**src/rtl/decode_pkg.sv**
```systemverilog
// decode_pkg: RV32I opcode constants and immediate-format enum shared by the decode stage.
package decode_pkg;

    localparam logic [6:0] OP_LOAD   = 7'b0000011;
    localparam logic [6:0] OP_IMM    = 7'b0010011;
    localparam logic [6:0] OP_STORE  = 7'b0100011;
    localparam logic [6:0] OP_BRANCH = 7'b1100011;
    localparam logic [6:0] OP_LUI    = 7'b0110111;
    localparam logic [6:0] OP_AUIPC  = 7'b0010111;
    localparam logic [6:0] OP_JAL    = 7'b1101111;
    localparam logic [6:0] OP_JALR   = 7'b1100111;
    localparam logic [6:0] OP_REG    = 7'b0110011;

    typedef enum logic [2:0] {
        IMM_NONE = 3'd0,
        IMM_I    = 3'd1,
        IMM_S    = 3'd2,
        IMM_B    = 3'd3,
        IMM_U    = 3'd4,
        IMM_J    = 3'd5
    } imm_type_e;

endpackage

```
**src/rtl/decode_imm_gen.sv**
```systemverilog
// imm_gen: combinational RV32I immediate extraction, sign-extended to XLEN.
// Opcodes without an immediate produce zero and IMM_NONE.
module imm_gen
    import decode_pkg::*;
#(
    parameter int XLEN = 32
) (
    input  logic [31:0]     inst,
    output logic [XLEN-1:0] imm,
    output logic [2:0]      imm_type
);

    logic [31:0] imm32;

    // Pick the format from the opcode, then assemble the 32-bit immediate for it.
    always_comb begin
        imm_type = IMM_NONE;
        case (inst[6:0])
            OP_LOAD, OP_IMM, OP_JALR: imm_type = IMM_I;
            OP_STORE:                 imm_type = IMM_S;
            OP_BRANCH:                imm_type = IMM_B;
            OP_LUI, OP_AUIPC:         imm_type = IMM_U;
            OP_JAL:                   imm_type = IMM_J;
            default:                  imm_type = IMM_NONE;
        endcase

        imm32 = '0;
        case (imm_type)
            IMM_I: imm32 = {{20{inst[31]}}, inst[31:20]};
            IMM_S: imm32 = {{20{inst[31]}}, inst[31:25], inst[11:7]};
            IMM_B: imm32 = {{19{inst[31]}}, inst[31], inst[7], inst[30:25], inst[11:8], 1'b0};
            IMM_U: imm32 = {inst[31:12], 12'b0};
            IMM_J: imm32 = {{11{inst[31]}}, inst[31], inst[19:12], inst[20], inst[30:21], 1'b0};
            default: imm32 = '0;
        endcase

        imm = XLEN'($signed(imm32));
    end

endmodule

```
**src/rtl/decode_stage.sv**
```systemverilog
// decode_stage: fetch -> execute decode with register file, immediate generation and a
// RAW scoreboard. One output register; sources with pending writers stall acceptance.
// Optional macro DECODE_BYPASS_EN: a write-back hitting a source in the same cycle
// clears that source's hazard and forwards wb_data straight into the captured operand.
module decode_stage
    import decode_pkg::*;
#(
    parameter int XLEN  = 32,
    parameter int NREGS = 32,
    localparam int RIDX = $clog2(NREGS)
) (
    input  logic            clk,
    input  logic            rst,
    input  logic            flush,
    input  logic            in_valid,
    output logic            in_ready,
    input  logic [31:0]     in_inst,
    input  logic [XLEN-1:0] in_pc,
    output logic            out_valid,
    input  logic            out_ready,
    output logic [XLEN-1:0] out_pc,
    output logic [XLEN-1:0] out_rs1_data,
    output logic [XLEN-1:0] out_rs2_data,
    output logic [XLEN-1:0] out_imm,
    output logic [RIDX-1:0] out_rd,
    output logic [6:0]      out_opcode,
    output logic [2:0]      out_funct3,
    output logic            out_funct7b5,
    output logic            out_illegal,
    input  logic            wb_en,
    input  logic [RIDX-1:0] wb_rd,
    input  logic [XLEN-1:0] wb_data
);

    logic [XLEN-1:0]             imm;
    logic [2:0]                  imm_type;
    logic [4:0]                  rs1_f, rs2_f, rd_f;
    logic [RIDX-1:0]             rs1, rs2;
    logic                        known, rs1_used, rs2_used, rd_wr, illegal;
    logic                        byp1, byp2, hazard, accept, issue;
    logic [XLEN-1:0]             rs1_val, rs2_val;
    logic [NREGS-1:0][XLEN-1:0]  rf_q;
    logic [NREGS-1:0]            busy_q, busy_d;
    logic                        out_valid_q, out_valid_d, out_rdwr_q;
    logic [XLEN-1:0]             out_pc_q, out_rs1_q, out_rs2_q, out_imm_q;
    logic [RIDX-1:0]             out_rd_q;
    logic [6:0]                  out_opcode_q;
    logic [2:0]                  out_funct3_q;
    logic                        out_funct7b5_q, out_illegal_q;

    imm_gen #(.XLEN(XLEN)) u_imm_gen (
        .inst     (in_inst),
        .imm      (imm),
        .imm_type (imm_type)
    );

    assign rs1_f = in_inst[19:15];
    assign rs2_f = in_inst[24:20];
    assign rd_f  = in_inst[11:7];
    assign rs1   = rs1_f[RIDX-1:0];
    assign rs2   = rs2_f[RIDX-1:0];

    // Classify the instruction: which register fields it reads/writes and whether it is legal.
    always_comb begin
        known = 1'b0;
        case (in_inst[6:0])
            OP_LOAD, OP_IMM, OP_STORE, OP_BRANCH, OP_LUI,
            OP_AUIPC, OP_JAL, OP_JALR, OP_REG: known = 1'b1;
            default: known = 1'b0;
        endcase
        rs1_used = known && (imm_type != IMM_U) && (imm_type != IMM_J);
        rs2_used = (imm_type == IMM_S) || (imm_type == IMM_B) || (in_inst[6:0] == OP_REG);
        rd_wr    = known && (imm_type != IMM_S) && (imm_type != IMM_B);
        illegal  = !known
                || (rs1_used && int'(rs1_f) >= NREGS)
                || (rs2_used && int'(rs2_f) >= NREGS)
                || (rd_wr    && int'(rd_f)  >= NREGS);
    end

`ifdef DECODE_BYPASS_EN
    assign byp1 = wb_en && (wb_rd == rs1) && (rs1 != '0);
    assign byp2 = wb_en && (wb_rd == rs2) && (rs2 != '0);
`else
    assign byp1 = 1'b0;
    assign byp2 = 1'b0;
`endif

    assign rs1_val = byp1 ? wb_data : rf_q[rs1];
    assign rs2_val = byp2 ? wb_data : rf_q[rs2];

    // Illegal instructions skip the source checks so they can always drain.
    assign hazard   = !illegal && ((rs1_used && busy_q[rs1] && !byp1) ||
                                   (rs2_used && busy_q[rs2] && !byp2));
    assign in_ready = (!out_valid_q || out_ready) && !(in_valid && hazard) && !flush;
    assign accept   = in_valid && in_ready;
    assign issue    = out_valid_q && out_ready && !flush && out_rdwr_q && (out_rd_q != '0);

    // Register file; x0 is never written so it always reads back as zero.
    always_ff @(posedge clk or negedge rst) begin
        if (!rst)                          rf_q <= '0;
        else if (wb_en && wb_rd != '0)     rf_q[wb_rd] <= wb_data;
    end

    // Scoreboard next state: write-back clears, issue sets, set wins on the same index.
    always_comb begin
        busy_d = busy_q;
        if (wb_en) busy_d[wb_rd]    = 1'b0;
        if (issue) busy_d[out_rd_q] = 1'b1;
        busy_d[0] = 1'b0;
    end

    // Scoreboard state register.
    always_ff @(posedge clk or negedge rst) begin
        if (!rst) busy_q <= '0;
        else      busy_q <= busy_d;
    end

    // Output valid: flush squashes, accept loads, a taken bundle empties the slot.
    always_comb begin
        out_valid_d = out_valid_q;
        if (flush)          out_valid_d = 1'b0;
        else if (accept)    out_valid_d = 1'b1;
        else if (out_ready) out_valid_d = 1'b0;
    end

    // Output bundle register; payload only changes on accept so it holds while stalled.
    always_ff @(posedge clk or negedge rst) begin
        if (!rst) begin
            out_valid_q    <= 1'b0;
            out_rdwr_q     <= 1'b0;
            out_pc_q       <= '0;
            out_rs1_q      <= '0;
            out_rs2_q      <= '0;
            out_imm_q      <= '0;
            out_rd_q       <= '0;
            out_opcode_q   <= '0;
            out_funct3_q   <= '0;
            out_funct7b5_q <= 1'b0;
            out_illegal_q  <= 1'b0;
        end else begin
            out_valid_q <= out_valid_d;
            if (accept) begin
                out_rdwr_q     <= rd_wr && !illegal;
                out_pc_q       <= in_pc;
                out_rs1_q      <= rs1_val;
                out_rs2_q      <= rs2_val;
                out_imm_q      <= imm;
                out_rd_q       <= rd_f[RIDX-1:0];
                out_opcode_q   <= in_inst[6:0];
                out_funct3_q   <= in_inst[14:12];
                out_funct7b5_q <= in_inst[30];
                out_illegal_q  <= illegal;
            end
        end
    end

    assign out_valid    = out_valid_q;
    assign out_pc       = out_pc_q;
    assign out_rs1_data = out_rs1_q;
    assign out_rs2_data = out_rs2_q;
    assign out_imm      = out_imm_q;
    assign out_rd       = out_rd_q;
    assign out_opcode   = out_opcode_q;
    assign out_funct3   = out_funct3_q;
    assign out_funct7b5 = out_funct7b5_q;
    assign out_illegal  = out_illegal_q;

endmodule
```
**config.mk**
```make
export PLATFORM = sky130hd
export DESIGN_NAME = decode_stage
export DESIGN_NICKNAME = d
export VERILOG_FILES = /design/src/rtl/decode_pkg.sv /design/src/rtl/decode_imm_gen.sv /design/src/rtl/decode_stage.sv
export SDC_FILE = /design/constraint.sdc
export NUM_CORES = 2
export LEC_CHECK = 0
export BUFFER_PORTS_ARGS = -buffer_cell sky130_fd_sc_hd__buf_2
export CAP_MARGIN = 20
export CORE_UTILIZATION = 29
export DETAILED_ROUTE_END_ITERATION = 8
export HOLD_SLACK_MARGIN = 0.15
export SETUP_SLACK_MARGIN = 0.3
export SYNTH_ARGS = -nofsm -noshare
export SYNTH_HDL_FRONTEND = slang
export SYNTH_HIERARCHICAL = 1
export SYNTH_SLANG_ARGS = --single-unit
export TNS_END_PERCENT = 20
```
**constraint.sdc**
```tcl
create_clock -name clk -period 2.5 [get_ports clk]
set_input_delay 0.5 -clock clk [delete_from_list [all_inputs] [get_ports clk]]
set_output_delay 0.5 -clock clk [all_outputs]
set_load 0.01 [all_outputs]
```
==> summary.txt <==
Floorplanning
  • Die Footprint: 0.214 mm^2
  • Io pins: 254
  • Die Wd: 463 um
  • Die Ht: around 460 um
  • Rows: 168
  • Initial cell density of the core: 0.293
  • Core area: 0.210 mm^2

Power
  • Peak VDD IR: 0.000797 V
  • Pint: 43.2 mW
  • Seq pwr share: 0.439
  • Total Power: 58.9 mW
  • Combinational power share: 0.212
  • Pwr dens: between 700 and 800 mW/mm^2
  • Switching share of power: 0.266
  • Clk pwr share: 0.350
  • Leakage: 32.5 nW
  • Sw Pwr: roughly 16 mW

Worst setup path
  • Path depth of the worst reg2reg path: 17
  • Crit end category: flip-flop
  • FF-to-FF setup slack: -0.83 ns
  • Critical-path cell list: mux4_2, nor4bb_2, buf_4, a2111oi_4, nand3_1, buf_4, buf_6, buf_6, buf_6, buf_6, buf_6, buf_6, nand4_1, buf_6, buf_16, clkbuf_16, mux2_4
  • Critical Path Start Type: flip-flop
  • Slowest-stage cell, CP: mux4_2
  • R2R Path End: out_rs1_data[16]
  • CP peak stage delay: around 0.5 ns
  • CP most frequent cell: buf_6
  • Crit Path Max Fanout: 7
  • Worst r2r src: busy_q[15]
  • Critical path data required time: ~3.1 ns
  • Worst path buffer plus inverter count: 11
  • WP data arrival: 3.97 ns
  • Critical setup path kind: flip-flop to flip-flop
  • Top delay family on crit path: buffers and inverters

Status
  • Outcome: complete, but fails checks
  • Violated checks: setup timing

Drt
  • Initial DRC count: ~3200
  • Routed vias: 37492
  • Vias per cell: 5.35
  • Final ANT Viol Nets: 0
  • DR pass1 iterations: 5
  • Drt total wl: around 190000 um
  • Wirelength per Cell: 27.6 um
  • Drt drc: 0

GRT
  • Largest net degree at the start of global routing: 89
  • Aggregate global routing overflow: 0
  • Tot GR Track Use: 0.179
  • Vias in the first global route: ~40000
  • Initial antenna violation count: 26
  • First-pass GRT wire length: 283000 um

Timing
  • Post-layout min period: around 3.3 ns
  • Clk_skew: ~0.026 ns
  • Fin Hold WS: 0.208 ns
  • Total negative slack: -104.56 ns
  • Worst-Margin Slew: 0.919 ns
  • Count of final max-slew check failures: 0
  • Final-report setup violation count: 148
  • Final worst setup slack: -0.826 ns
  • Period utilization: 1.33
  • Fmax: 0.301 GHz
  • RSZ-0062 raised after global routing: yes
  • Final Hold Fails: 0
  • Worst slew margin: 0.388

Layout
  • Nets: 4204
  • Layout area overhead: 21.7%
  • Non-Filler Instances: 7014
  • Final core occ: 0.356
  • Share of layout cells above drive strength 1: 0.646

Place
  • Placed instance count: 6692
  • Placer Congestion: ~0.8
  • PortBufs: ~250
  • Post-DP HPWL: 122000 um

Yosys
  • Syn avg cell area: 16.6 um^2
  • Syn Inst Count: 3715
  • Synthesized Nets: 3822
  • Synth Cell Area: 0.0616 mm^2
  • Warnings from Yosys: 6

CTS
  • Worst-Skew Late Latency: between 0.7 and 0.8 ns
  • H-tree lvl count: 4
  • Clock transition at path regs: ~0.060 ns
  • Root Driver: clkbuf_16
  • Clock sinks: roughly 1200
  • Clock Path Buffers: 3
  • CTS tree: done
  • TritonCTS buffer count: about 140

Hold path
  • Hold depth: 3
  • WHS Endpoint: out_opcode[1]
  • HP Start: in_inst[1]
  • Hold crit path type: input port to flip-flop

Flow run
  • Max cap viols: 0
-- flip-flops by register name, indices dropped and copies added (netlist names), 3 cells and up --
register,count
busy_q,31
out_funct3,3
out_imm,32
out_opcode,7
out_pc,32
out_rd,5
out_rs1_data,32
out_rs2_data,32
rf_q,1024
-- worst max path at each step --
stage | start | to | cells after the start
after CTS | busy_q[15] | in_ready | 9
after floorplan | in_inst[20] | out_rs2_data[0] | 8
after global placement | in_inst[4] | out_rs2_data[20] | 10
after detailed placement | in_inst[4] | out_rs2_data[17] | 10
final | busy_q[15] | out_rs1_data[16] | 17
after global routing | busy_q[15] | out_rs1_data[12] | 17
-- cell usage in the layout (no fill, tap or decap), types with 5 or more instances in the layout --
cell	count
nor3_1	5
buf_4	178
mux2i_1	7
nor2_1	9
nand3b_1	9
clkinv_2	16
o21ai_0	45
nand2_4	11
a22o_1	5
bufinv_16	11
dfrtp_1	1202
buf_6	21
buf_2	241
buf_12	141
nor2_4	16
nand2_1	26
clkbuf_16	142
dlygate4sd3_1	54
mux2_4	76
buf_8	8
nand3_1	9
and2_1	8
mux2_2	1129
nor3b_1	6
clkbuf_1	31
clkbuf_8	28
inv_1	6
diode_2	8
a21o_1	19
mux4_2	652
inv_6	7
-- worst reg2reg max path, stage by stage, from the launching register on --
cell	delay, ns
dfrtp_1	0.38
mux4_2	0.50
nor4bb_2	0.29
buf_4	0.17
a2111oi_4	0.03
nand3_1	0.12
buf_4	0.13
buf_6	0.09
buf_6	0.08
buf_6	0.08
buf_6	0.08
buf_6	0.08
buf_6	0.08
nand4_1	0.13
buf_6	0.22
buf_16	0.16
clkbuf_16	0.28
mux2_4	0.29
-- timing repair --
| item | CTS | global route |
|---|---|---|
| hold endpoints to repair | 390 | 0 |
| gates cloned | 2 | 4 |
| pin swaps | 3 | 2 |
| hold buffers | 54 | 0 |
| setup endpoints to repair | 148 | 151 |
| buffers inserted | 11 | 1 |
| gates resized for setup | 33 | 59 |
-- power by group through the flow --
stage | clock (mW) | combinational (mW) | sequential, mW
floorplan | 0 | 8.58 | 25.4
global placement | 0 | 12.1 | 25.8
detailed placement | 0 | 12.3 | 26.1
CTS | 21.1 | 12.4 | 25.7
global route | 21.9 | 13.3 | 26.3
finish | 20.6 | 12.5 | 25.8
-- area by class of cell --
| type | instances | area [um^2] |
|---|---|---|
| Antenna cell | 8 | 20.0 |
| Timing Repair Buffer | 650 | 6450 |
| Sequential cell | 1202 | 30100 |
| Fill cell | 19730 | 135000 |
| Inverter | 7 | 26.3 |
| Tap cell | 2805 | 3510 |
| Multi-Input combinational cell | 2100 | 30300 |
| Clock buffer | 198 | 3980 |
| Clock inverter | 44 | 584 |
-- routing by layer --
| layer | GRT usage | vias up | wire (um) | part of all wire |
|---|---|---|---|---|
| met4 | 0.0527 | 16 | 4880 | 0.025 |
| met5 | 0 | - | 102 | 0.00053 |
| met2 | 0.277 | 1289 | 90500 | 0.47 |
| met3 | 0.0411 | 284 | 13600 | 0.070 |
| met1 | 0.250 | 20635 | 84500 | 0.44 |
| li1 | - | 15268 | - | - |
-- stage by stage --
stage,setup WS (ns),instance area [um^2]
6_report,-0.826,75000
5_1_grt,-0.918,75000
4_1_cts,-0.749,74600
3_5_place_dp,-0.544,69300
3_3_place_gp,-0.537,69300
2_1_floorplan,-0.120,62400
(Power assumes the default switching activity.)
